--- src/rtl/nios_system_cpu_oci_dct_packer.sv ---
// Producer side of the OCI compressed-trace path: packs 2-bit trace codes into a
// 15-slot buffer and hands full or flushed buffers to a valid/ready output frame.
module nios_system_cpu_oci_dct_packer #(
  parameter int CODE_W = 2,
  parameter int SLOTS  = 15,
  parameter int CNT_W  = 4
) (
  input  logic                      clk,
  input  logic                      reset_n,
  input  logic                      code_valid,
  input  logic [CODE_W-1:0]         code,
  output logic                      code_ready,
  input  logic                      flush,
  input  logic                      test_ending,
  output logic [CODE_W*SLOTS-1:0]   dct_buffer,
  output logic [CNT_W-1:0]          dct_count,
  output logic                      frm_valid,
  output logic [CODE_W*SLOTS-1:0]   frm_data,
  output logic [CNT_W-1:0]          frm_count,
  input  logic                      frm_ready,
  output logic                      test_has_ended
);

  localparam int              BUF_W = CODE_W * SLOTS;
  localparam logic [CNT_W-1:0] FULL = CNT_W'(SLOTS);

  logic [BUF_W-1:0] buf_q;
  logic [CNT_W-1:0] cnt_q;
  logic             frm_valid_q;
  logic [BUF_W-1:0] frm_data_q;
  logic [CNT_W-1:0] frm_count_q;
  logic             flush_pending;
  logic             ended_q;

  logic             out_free;
  logic             blocked;
  logic             full;
  logic             empty;
  logic             ready_c;
  logic             accept;
  logic             move;
  logic [BUF_W-1:0] code_ext;
  logic [BUF_W-1:0] code_slot;

  always_comb begin
    out_free  = !frm_valid_q | frm_ready;
    blocked   = flush_pending | test_ending;
    full      = (cnt_q == FULL);
    empty     = (cnt_q == '0);
    ready_c   = !blocked & (!full | out_free);
    accept    = code_valid & ready_c;
    // A full buffer moves on its own; a blocked (flushing/draining) one moves if non-empty.
    move      = out_free & (full | (blocked & !empty));
    code_ext  = BUF_W'(code);
    code_slot = code_ext << (CODE_W * int'(cnt_q));
  end

  always_ff @(posedge clk or negedge reset_n) begin
    if (!reset_n) begin
      buf_q         <= '0;
      cnt_q         <= '0;
      frm_valid_q   <= 1'b0;
      frm_data_q    <= '0;
      frm_count_q   <= '0;
      flush_pending <= 1'b0;
      ended_q       <= 1'b0;
    end else begin
      if (move) begin
        frm_data_q  <= buf_q;
        frm_count_q <= cnt_q;
        frm_valid_q <= 1'b1;
        if (accept) begin
          buf_q <= code_ext;
          cnt_q <= CNT_W'(1);
        end else begin
          buf_q <= '0;
          cnt_q <= '0;
        end
      end else begin
        if (frm_ready) frm_valid_q <= 1'b0;
        if (accept) begin
          buf_q <= buf_q | code_slot;
          cnt_q <= cnt_q + CNT_W'(1);
        end
      end
      // Pending flush survives until its data moves out, or drops at once if there is none.
      flush_pending <= flush | (flush_pending & !move & !empty);
      if (test_ending & empty & !frm_valid_q) ended_q <= 1'b1;
    end
  end

  assign code_ready     = ready_c;
  assign dct_buffer     = buf_q;
  assign dct_count      = cnt_q;
  assign frm_valid      = frm_valid_q;
  assign frm_data       = frm_data_q;
  assign frm_count      = frm_count_q;
  assign test_has_ended = ended_q;

endmodule

--- config.mk ---
export PLATFORM = sky130hd
export DESIGN_NAME = nios_system_cpu_oci_dct_packer
export DESIGN_NICKNAME = d
export VERILOG_FILES = /design/src/rtl/nios_system_cpu_oci_dct_packer.sv
export SDC_FILE = /design/constraint.sdc
export NUM_CORES = 1
export LEC_CHECK = 0
export CELL_PAD_IN_SITES_DETAIL_PLACEMENT = 1
export CELL_PAD_IN_SITES_GLOBAL_PLACEMENT = 2
export CORE_MARGIN = 2
export CORE_UTILIZATION = 32
export CTS_CLUSTER_DIAMETER = 50
export DETAILED_ROUTE_END_ITERATION = 8
export PLACE_DENSITY_LB_ADDON = 0.15
export SLEW_MARGIN = 0
export SYNTH_ARGS = -nofsm -noshare
export SYNTH_HDL_FRONTEND = slang
export SYNTH_SLANG_ARGS = --single-unit
--- constraint.sdc ---
create_clock -name clk -period 2.4 [get_ports clk]
set_clock_uncertainty 0.05 [all_clocks]
set_input_delay 0.48 -clock clk [delete_from_list [all_inputs] [get_ports clk]]
set_output_delay 0.48 -clock clk [all_outputs]
set_load 0.1 [all_outputs]
* Yosys cells after proc, flatten, opt, wreduce, memory -nomap -nowiden
Cells that the tools add are included. W data, S select, Z words.
Storage, ports and cells: word-level logic and storage cells 40, register bits 71, output and inout port bits 71, input port bits 8
Cells by class: shift operators 1, muxes and demuxes 8, equality and inequality tests 1, add/subtract/negate cells 1, reductions and logical operators 8, bitwise logic cells 14
Operators by type and width (count):
- $mux W30 | 2
- $or A30 B30 Y30 | 1
- $shl A2 B5 Y30 | 1
- $and A1 B1 Y1 | 8
- $mux W4 | 2
- $logic_not A1 Y1 | 5
- $or A1 B1 Y1 | 5
- $add A4 B1 Y4 const B | 1
- $eq A4 B4 Y1 const B | 1
- $logic_not A4 Y1 | 1
- $reduce_bool A2 Y1 | 2
- $mux W1 | 3
- $mux W2 | 1

* Longest topological paths before layout
depth in word-level cells 9, mapped depth 9, gate-level depth less buffers 6

* Worst setup path before layout
Ideal clock, no wire load.
path type reg-to-output, from register cnt_q[0], in the netlist dct_count[0], to output code_ready, setup slack -0.831 ns, arrival 2.701 ns, stages on the path, launching flop included 5, path buffers 0, required time 1.870 ns, cell sequence dfrtp_1 > ha_1 > nand3b_1 > nor2_1 > nor2_1
On the way: cells in the longest elaborated chain, start to end 4
RTL lines:
- from (decl) | line 28 | logic [CNT_W-1:0] cnt_q;
- from (signal assigned) | line 83 | cnt_q <= cnt_q + CNT_W'(1);
- $eq A4 B4 Y1 | line 48 | full = (cnt_q == FULL);
- $logic_not A1 Y1 | line 50 | ready_c = !blocked & (!full | out_free);
- $or A1 B1 Y1 | line 50
- $and A1 B1 Y1 | line 50
- to (decl) | line 12 | output logic code_ready,
Every way passes these cells.

* Final worst setup path
from input test_ending, to output code_ready
On the way: cells in the longest elaborated chain, start to end 3
RTL lines:
- from (decl) | line 14 | input logic test_ending,
- $or A1 B1 Y1 | line 47 | blocked = flush_pending | test_ending;
- $logic_not A1 Y1 | line 50
- $and A1 B1 Y1 | line 50
Every way passes these cells.

==> summary.txt <==
Yosys
  • Post-synthesis compound-gate area fraction: 0.0802
  • Xor/xnor share of the synthesized area: 0.00570
  • Post-synth ARST share: 1.00
  • Post-synth net total: around 250
  • Synthesized cell area: about 3100 µm²
  • EDFF count, synth: 0
  • Synth Area in Adders: 0.00815
  • Simple-gate share of the synthesized area: 0.106
  • Distinct cells, synth: 36
  • Gate Count Post-Synth: ~240
  • Sequential cell area fraction in the yosys report: 0.578
  • Top_reg_cell synth: dfrtp_1
  • Syn avg cell area: ~13 µm²
  • Mux cell area share after synthesis: 0.175
  • Yosys warning count: 0
  • Largest family of logic cells by synthesized area: multiplexers
  • Synth Register Bits: 71

Timing
  • Final worst-path cycle share: 0.964
  • Fmax: 432 MHz
  • Final hold viol count: 0
  • Final setup vio count: 0
  • Setup TNS: 0 ns
  • Minimum clock period: approximately 2.3 ns
  • Final Max Slew Viols: 0
  • Relative max-transition margin: 0.656
  • RSZ-0062 raised after global routing: false
  • Slew at the pin closest to its max-slew limit: 0.515 ns

Cells and area
  • Fin cells: ~470
  • Fill count: 1013
  • Area growth syn-to-layout: 35.4%
  • Layout cell share with drive strength beyond 1: 0.435
  • Ant. Diodes: 0
  • Final Net Count: 345
  • Post-route cell area: 4160 µm²

Floorplanning
  • Starting Density: 0.331
  • DIE WIDTH: 102 µm
  • Core Area: 9280 µm²
  • Row cnt: 35
  • # IOs: a little under 80
  • Die area: 10400 µm²
  • Die height: 102 µm

Critical path
  • Max incr delay on CP: 0.44 ns
  • CP arrival: about 1.8 ns
  • Slowest-stage cell, CP: clkdlybuf4s50_1
  • Worst Path Max Fanout: 5
  • Critical path type: input pin to primary output
  • Startpoint types: input pin
  • CP Cell Sequence: clkdlybuf4s50_1 > or2_1 > buf_4 > nor2_4 > buf_12
  • Worst EP required: 1.87 ns
  • Worst setup EP type: primary output

Power and ir drop
  • Comb power frac: 0.451
  • Pwr Density: ~1100 nW/µm²
  • Clock power share: 0.235
  • Reg power frac: 0.314
  • Max VDD drop: roughly 600 µV
  • Psw: 2.10 mW
  • Pint: 2.59 mW
  • Sw frac: 0.448
  • Leakage power: 2.12 nW

Routing
  • Vias per inst: 4.61
  • Met2 wire length: 3690 µm
  • Routed len/inst: between 15 and 20 µm
  • Met3 WL: 330 µm
  • Routed Antenna Nets: 0
  • DRC Markers: 0
  • Drt first pass iters: 4
  • Top sig layer: met4
  • Vias: ~2200
  • Drt initial violations: slightly below 50
  • Drt total wl: around 7800 µm
  • M1 wire length: 3710 µm

CTS
  • CTS buffer count: 9
  • Maximum buffer depth of the clock tree: 2
  • Clk sink count: 71
  • Skew-Pair Late Insertion Delay: roughly 0.34 ns
  • TritonCTS clock tree: built
  • Root Driver: clkbuf_8
  • Clk slew on worst S/H paths: around 0.080 ns
  • Setup bufs post-CTS: 0
  • Post-CTS Hold Buffers: 0
  • Post-CTS Resized: 0
  • H-tree Lvls: 3

GRT
  • Vias in the first global route: 2299
  • First-pass GRT wire length: between 10000 and 15000 µm
  • Congestion Overflow GR: 0
  • Initial antenna violation count: 0
  • Largest net degree at the start of global routing: roughly 40
  • All-Layer GR Usage: 0.161

Min path
  • Hold WC Path Type: input pin to async pin

Place
  • Area after DPL: 3930 µm²
  • HPWL Detailed: 5630 µm
  • I/O Buffers: 78
  • Dpl cells: 453
  • Routability cong.: 0.818

Status
  • Status: complete, no violations

Job
  • Max cap viols: 0
-- worst paths after layout --
path	from	to	slack, ns	cells after the start
max	test_ending	code_ready	0.09	5
min	reset_n	frm_data[3]	0.05	1
max reg2reg	dct_count[0]	frm_data[3]	0.37	7
min reg2reg	test_has_ended	test_has_ended	0.43	1
max in group asynchronous	reset_n	frm_data[17]	1.58	2
min in group clk	test_has_ended	test_has_ended	0.43	1
-- layer usage --
| layer | global-route usage | up-vias |
|---|---|---|
| met2 | 0.249 | 51 |
| met4 | 0.0615 | 0 |
| met1 | 0.219 | 1092 |
| met3 | 0.0383 | 7 |
| li1 | - | 1010 |
| met5 | 0 | - |
-- stage by stage --
stage	hold WS [ns]	setup WS, ns	total power [mW]	utilization
3_5_place_dp	0.419	0.0367	3.64	0.423
4_1_cts	0.0623	0.0719	4.76	0.448
6_report	0.0518	0.0860	4.69	0.448
3_3_place_gp	0.410	0.0848	3.61	0.423
5_1_grt	0.0751	0.000323	4.91	0.448
2_1_floorplan	0.134	0.0735	3.21	-
-- power groups by stage --
| stage | Sequential [mW] | Combinational, mW | Clock [mW] |
|---|---|---|---|
| after global routing | 1.50 | 2.22 | 1.19 |
| after CTS | 1.48 | 2.14 | 1.14 |
| after global placement | 1.49 | 2.12 | 0 |
| after floorplan | 2.30 | 0.918 | 0 |
| final | 1.47 | 2.11 | 1.10 |
| after detailed placement | 1.50 | 2.14 | 0 |
-- critical path, delay by kind of cell --
| kind | cells | cell delay, ns |
|---|---|---|
| buffers and inverters | 3 | 0.81 |
| and+or+nand+nor | 2 | 0.49 |
-- synth_stat cells, types with 2 or more instances --
cell type  count  area share
a21oi_1       27       0.044
buf_6          3       0.011
dfrtp_1       71        0.58
and3_1         3      0.0061
nor3_1         6      0.0098
buf_4          3      0.0073
a31oi_1        3      0.0061
nor2_1        40       0.049
clkbuf_1       2      0.0024
buf_12         3       0.020
nor4b_1        2      0.0057
ha_1           2      0.0081
mux2i_1        3      0.0098
inv_1          4      0.0049
nor2b_1        3      0.0061
nand2b_1       4      0.0081
mux2_4        33        0.16
o21ai_0        2      0.0033
nand2_1        7      0.0086
-- final cells by class --
class	instances	area, µm²	share of cell area
Sequential cell	71	1780	0.428
Multi-Input combinational cell	151	1160	0.278
Timing Repair Buffer	98	813	0.195
Tap cell	129	161	0.0388
Clock buffer	11	151	0.0364
Clock inverter	5	78.8	0.0189
Inverter	4	15.0	0.00361
-- flip-flops by register name, indices dropped and copies added (netlist names) --
signal          count
dct_buffer         30
dct_count           4
frm_valid           1
frm_count           4
test_has_ended      1
flush_pending       1
frm_data           30
-- cells in the final DEF (no fill, tap or decap), types with 2 or more instances in the layout --
cell type / synthesis / final
and3_1: 3 / 3
nor2_1: 40 / 39
nand2_1: 7 / 7
nor2b_1: 3 / 3
clkbuf_8: 0 / 11
nor2_4: 1 / 2
nor3_1: 6 / 6
ha_1: 2 / 2
nand2b_1: 4 / 4
clkinv_2: 0 / 2
o21ai_0: 2 / 2
dfrtp_1: 71 / 69
mux2_4: 33 / 33
inv_1: 4 / 4
a21oi_1: 27 / 27
buf_4: 3 / 87
mux2i_1: 3 / 3
bufinv_16: 0 / 2
a31oi_1: 3 / 3
clkdlybuf4s50_1: 0 / 6
nor4b_1: 2 / 2
buf_12: 3 / 5
-- cells by family after synthesis --
group	after synthesis
buffers and inverters	16
AOI/OAI and AO/OA	40
muxes	37
adders and majority gates	2
DFF	71
and+or+nand+nor	70
xor gates and xnor gates	2
No activity file was read; power rests on OpenSTA's default activity.
